$ cat src/rtl/pulse_meas_pkg.sv
// Shared state encoding, default timing constants and tolerance helper for pulse_meas.
package pulse_meas_pkg;

  typedef logic [1:0] state_t;

  localparam state_t IDLE = 2'd0;
  localparam state_t LOW1 = 2'd1;
  localparam state_t HIGH = 2'd2;
  localparam state_t LOW2 = 2'd3;

  localparam int CNT_W         = 16;
  localparam int DEF_EXP_LOW1  = 200;
  localparam int DEF_EXP_HIGH  = 100;
  localparam int DEF_EXP_LOW2  = 200;
  localparam int DEF_TOL       = 4;
  localparam int DEF_TIMEOUT   = 1023;

  // True when a measured length is within +/- tol of its expected value.
  function automatic logic within_tol(input logic [CNT_W-1:0] meas,
                                      input int expected, input int tol);
    int diff;
    diff = int'(meas) - expected;
    return (diff <= tol) && (diff >= -tol);
  endfunction

endpackage

$ cat src/rtl/sync_2ff.sv
// Two-flop synchronizer for an asynchronous single-bit input; flops reset to RESET_VAL.
module sync_2ff #(
  parameter logic RESET_VAL = 1'b1
) (
  input  logic clk,
  input  logic rst,
  input  logic d,
  output logic q
);

  logic meta;

  always_ff @(posedge clk or negedge rst) begin
    if (!rst) begin
      meta <= RESET_VAL;
      q    <= RESET_VAL;
    end else begin
      meta <= d;
      q    <= meta;
    end
  end

endmodule

$ cat src/rtl/pulse_meas.sv
// Measures a low/high/low framed pulse on wave_in and strobes done or err_timeout per frame.
// Optional tolerance checking of the three segments is enabled by PULSE_MEAS_TOL_CHECK_EN.
module pulse_meas
  import pulse_meas_pkg::*;
#(
  parameter int EXP_LOW1 = DEF_EXP_LOW1,
  parameter int EXP_HIGH = DEF_EXP_HIGH,
  parameter int EXP_LOW2 = DEF_EXP_LOW2,
  parameter int TOL      = DEF_TOL,
  parameter int TIMEOUT  = DEF_TIMEOUT
) (
  input  logic             clk_in,
  input  logic             rst,
  input  logic             wave_in,
  output logic [CNT_W-1:0] meas_low1,
  output logic [CNT_W-1:0] meas_high,
  output logic [CNT_W-1:0] meas_low2,
  output logic             done,
  output logic             pass,
  output logic             err_timeout
);

  if (TIMEOUT < 1 || TIMEOUT >= 65535) begin : g_bad_timeout
    $error("pulse_meas: TIMEOUT must lie in 1..65534 so cnt cannot wrap");
  end

  if (EXP_LOW1 < 1 || EXP_HIGH < 1 || EXP_LOW2 < 1 || TOL < 0) begin : g_bad_expect
    $error("pulse_meas: EXP_* must be positive and TOL non-negative");
  end

  localparam logic [CNT_W-1:0] CNT_MAX = CNT_W'(TIMEOUT);

  logic             ws;
  logic             ws_d;
  logic [1:0]       settle;
  state_t           state;
  logic [CNT_W-1:0] cnt;
  logic             fall;
  logic             seg_hold;

  sync_2ff #(.RESET_VAL(1'b1)) u_sync (
    .clk (clk_in),
    .rst (rst),
    .d   (wave_in),
    .q   (ws)
  );

  // The synchronizer comes out of reset at 1; if the line is really low, that
  // reset value would look like a falling edge. Edges are ignored until the
  // pipeline has been refilled from the live input.
  assign fall     = ws_d && !ws && (settle == 2'd3);
  assign seg_hold = (state == HIGH) ? ws : !ws;

  always_ff @(posedge clk_in or negedge rst) begin
    if (!rst) begin
      state       <= IDLE;
      cnt         <= '0;
      ws_d        <= 1'b1;
      settle      <= 2'd0;
      meas_low1   <= '0;
      meas_high   <= '0;
      meas_low2   <= '0;
      done        <= 1'b0;
      err_timeout <= 1'b0;
    end else begin
      ws_d        <= ws;
      done        <= 1'b0;
      err_timeout <= 1'b0;
      if (settle != 2'd3) settle <= settle + 2'd1;

      if (state == IDLE) begin
        if (fall) begin
          state <= LOW1;
          cnt   <= CNT_W'(1);
        end else begin
          cnt <= '0;
        end
      end else if (seg_hold) begin
        // Level still held: abort once the segment would exceed TIMEOUT.
        if (cnt >= CNT_MAX) begin
          err_timeout <= 1'b1;
          state       <= IDLE;
          cnt         <= '0;
        end else begin
          cnt <= cnt + CNT_W'(1);
        end
      end else begin
        cnt <= CNT_W'(1);
        case (state)
          LOW1: begin
            meas_low1 <= cnt;
            state     <= HIGH;
          end
          HIGH: begin
            meas_high <= cnt;
            state     <= LOW2;
          end
          default: begin
            meas_low2 <= cnt;
            done      <= 1'b1;
            state     <= IDLE;
            cnt       <= '0;
          end
        endcase
      end
    end
  end

`ifdef PULSE_MEAS_TOL_CHECK_EN
  logic frame_end;
  logic frame_ok;

  // Low2 is judged from cnt since meas_low2 only updates on this same edge.
  assign frame_end = (state == LOW2) && ws;
  assign frame_ok  = within_tol(meas_low1, EXP_LOW1, TOL) &&
                     within_tol(meas_high, EXP_HIGH, TOL) &&
                     within_tol(cnt, EXP_LOW2, TOL);

  always_ff @(posedge clk_in or negedge rst) begin
    if (!rst) begin
      pass <= 1'b0;
    end else begin
      pass <= frame_end && frame_ok;
    end
  end
`else
  assign pass = 1'b0;
`endif

endmodule

$ cat config.mk
export PLATFORM = sky130hd
export DESIGN_NAME = pulse_meas
export DESIGN_NICKNAME = d
export VERILOG_FILES = /design/src/rtl/pulse_meas_pkg.sv /design/src/rtl/sync_2ff.sv /design/src/rtl/pulse_meas.sv
export SDC_FILE = /design/constraint.sdc
export NUM_CORES = 1
export LEC_CHECK = 0
export ABC_AREA = 0
export BUFFER_PORTS_ARGS = -buffer_cell sky130_fd_sc_hd__buf_2
export CAP_MARGIN = 20
export CORE_MARGIN = 8
export CORE_UTILIZATION = 30
export CTS_CLUSTER_SIZE = 14
export DETAILED_ROUTE_END_ITERATION = 6
export GPL_TIMING_DRIVEN = 1
export HOLD_SLACK_MARGIN = 0.12
export PLACE_DENSITY = 0.44
export SYNTH_ARGS = -nofsm -noshare
export SYNTH_HDL_FRONTEND = slang
export SYNTH_SLANG_ARGS = --single-unit
export TNS_END_PERCENT = 20
$ cat constraint.sdc
create_clock -name clk_in -period 2.5 [get_ports clk_in]
set_input_delay 0.125 -clock clk_in [delete_from_list [all_inputs] [get_ports clk_in]]
set_output_delay 0.125 -clock clk_in [all_outputs]
set_load 0.01 [all_outputs]
==> impl_metrics.yaml <==
floorplan:
  die_h_um: 114
  rows: 36
  die_area_mm2: 0.0130
  core-area_mm2: 0.00955
  die_x_um: 114
  initial_core_util_pct: 30.3
  io_pins: 54
cts:
  cts_tree: "yes"
  clkTransAtPathRegs_ns: 0.07
  cts.repair.resized: 0
  cts_inserted_buffers: 9
  htree_levels: 3
  clock_latency_ns: 0.34
  clock_path_buffers: 2
  clock-sinks: 73
  root_buffer: "clkbuf_8"
sta:
  report.final.slew_viol_count: 0
  setup_ws_ns: 0.469
  period_share_pct: 81.2
  min_period_ns: 2.03
  setup_viol: 0
  finalSetupTns_ns: 0
  worst_pin_slew_ns: 0.925
  finalClockSkew_ns: 0.00535
  rsz0062_at_grt: "no"
  clock.fmax_mhz: 492
  slew-limit-headroom_pct: 38.3
  hold_viol_final: 0
drt:
  drc: 0
  drtAntennaViolNets: 0
  wl_per_cell_um: 14.6
  drt-initial-drc-count: 84
  vias: 1728
  wl_um: 5940
  firstDrtPassIters: 4
  via_per_inst: 4.25
layout:
  drive_gt1_share_pct: 46.0
  area_growth_pct: 21.6
  finalNetCount: 279
  antenna_cells: 0
  stdcell_area_mm2: 0.00351
synthesis:
  synth_top_family_by_area: "multiplexers"
  synthDistinctLibCells: 30
  synth_mux_area_share_pct: 18.7
  synth-compound-area-share_pct: 1.86
  seq_area_frac_synth_pct: 63.4
  avgSynthCellArea_um2: 14.4
  synthCells: 201
  synth_adder_area_share_pct: 3.03
  ys_ff_latch: 73
  synth-xor-area-share_pct: 2.73
  synthSimpleGateAreaFrac_pct: 7.06
  synth.cell_area_mm2: 0.00289
  ys_warn_count: 0
setup_path:
  cp-end-kind: "register"
  cp.arrival_ns: 2.26
  startpoint_type: "register"
  r2r_setup_slack_ns: 0.47
  crit_fanout: 10
  r2r-start: "state[0]$_DFFE_PN0P_"
  required_ns: 2.72
  worstSetupPathType: "reg2reg"
  crit_start: "state[0]$_DFFE_PN0P_"
  reg2reg_to: "meas_high[14]$_DFFE_PN0P_"
  rr_worst_depth: 7
grt:
  antenna_found_initial: 0
  grt_pass1_wl_um: 9870
  grt_start_max_net_pins: 74
  grtUsageTotal_pct: 10.1
  grt_pass1_vias: 1869
  grt-ovfl-total: 0
placement:
  placement.cell_area_mm2: 0.00332
  routabilityCongestion: 0.755
  pre_cts_slack_ns: 0.483
  place_hpwl_um: 4120
  port_buffers: 52
power:
  power_density_mw_per_mm2: 882
  ir_drop_mv: 0.459
  power.total_mw: 3.10
  leakage_nw: 1.77
min_path:
  hold_end: "u_sync.q$_DFF_PN1_"
  worstHoldStart: "u_sync.meta$_DFF_PN1_"
  hold_class: "reg2reg"
  hold-path-cell-count: 0
outcome:
  run_status: "finished, final reports clean"
run:
  maxCapViolCount: 0
==> critical path, cell delays in order, from the launching register on <==
cell and delay (ns):
dfrtp_1 0.39, inv_1 0.09, ha_1 0.21, ha_1 0.34
inv_1 0.12, and3_1 0.18, buf_4 0.23, mux2_2 0.35
==> stage by stage <==
stage                     cells  utilization, %  hold WS, ns
after floorplan             207               -       -0.171
after global placement      389            34.7        0.232
after detailed placement    389            34.7        0.232
after CTS                   407            36.8        0.358
after global routing        407            36.8        0.363
final                       407            36.8        0.356
==> routing by layer <==
metal	track usage [%]	vias up	routed length [µm]
met5	0	-	0
met4	5.15	0	109
met3	3.74	8	318
met2	15.6	39	2780
met1	12.2	859	2730
li1	-	822	-
==> flip-flops by register name, indices dropped and copies added (netlist names) <==
| name | flops |
|---|---|
| done | 1 |
| meas_high | 16 |
| state | 2 |
| meas_low2 | 16 |
| settle | 2 |
| ws_d | 1 |
| err_timeout | 1 |
| meas_low1 | 16 |
| u_sync.meta | 1 |
| cnt | 16 |
| u_sync.q | 1 |
==> Yosys cell counts, drive strengths merged <==
| master | count | share of area (%) |
|---|---|---|
| o32ai | 1 | 0.30 |
| xnor2 | 5 | 1.5 |
| xor2 | 4 | 1.2 |
| nor3 | 2 | 0.35 |
| nand4 | 2 | 0.43 |
| buf | 8 | 2.1 |
| mux2 | 48 | 19 |
| conb | 1 | 0.13 |
| a31oi | 1 | 0.22 |
| dfstp | 3 | 2.7 |
| nor4 | 2 | 0.43 |
| nor4b | 1 | 0.82 |
| dfrtp | 70 | 61 |
| and4 | 1 | 0.39 |
| a211oi | 1 | 0.26 |
| and3 | 2 | 0.43 |
| o21ai | 1 | 0.17 |
| nand2 | 7 | 0.91 |
| a21oi | 2 | 0.35 |
| or3 | 2 | 0.43 |
| ha | 7 | 3.0 |
| o21a | 1 | 0.26 |
| inv | 8 | 1.0 |
| a22o | 1 | 0.30 |
| nand3 | 4 | 0.69 |
| nor2 | 16 | 2.2 |
==> area by class of cell <==
type,instances,area (µm²)
repair buffers,59,320
clock buffers,13,159
fillers,989,6040
flip-flops and latches,73,1830
well taps,133,166
inverters,8,30.0
clock inverters,3,15.0
multi-input cells,118,991
==> logic make-up (layout without fill, tap and decap cells) <==
group           after synthesis  after routing
flops                        73             73
mux                          48             48
simple gates                 39             39
buf+inv                      16             83
xor+xnor                      9              9
compound gates                8              8
fa+ha+maj                     7              7
other cells                   1              7
==> what timing repair did <==
item                                   4_1_cts  5_1_grt
endpoints found under the hold margin       71        0
hold buffers                                 2        0
setup buffers                                0        0
setup endpoints to repair                    0        0
==> where the power goes <==
part	switching [mW]	internal (mW)
Combinational	0.397	0.375
Sequential	0.117	1.39
Clock	0.409	0.410
==> worst max path at each step <==
stage / endpoint / depth (start not counted)
3_5_place_dp: meas_high[7]$_DFFE_PN0P_ / 7
2_1_floorplan: meas_high[10]$_DFFE_PN0P_ / 8
6_report: meas_high[14]$_DFFE_PN0P_ / 7
3_3_place_gp: cnt[7]$_DFF_PN0_ / 5
5_1_grt: meas_high[14]$_DFFE_PN0P_ / 7
4_1_cts: meas_low1[10]$_DFFE_PN0P_ / 7
==> cells in the final DEF, fill, tap and decap left out, types with 5 or more instances in the layout <==
cell,instances
conb_1,7
mux2_2,48
nand2_1,7
xnor2_1,5
dfrtp_1,70
buf_4,6
buf_2,51
ha_1,7
inv_1,7
clkbuf_8,11
nor2_1,15
No activity file was read; power rests on OpenSTA's default activity.
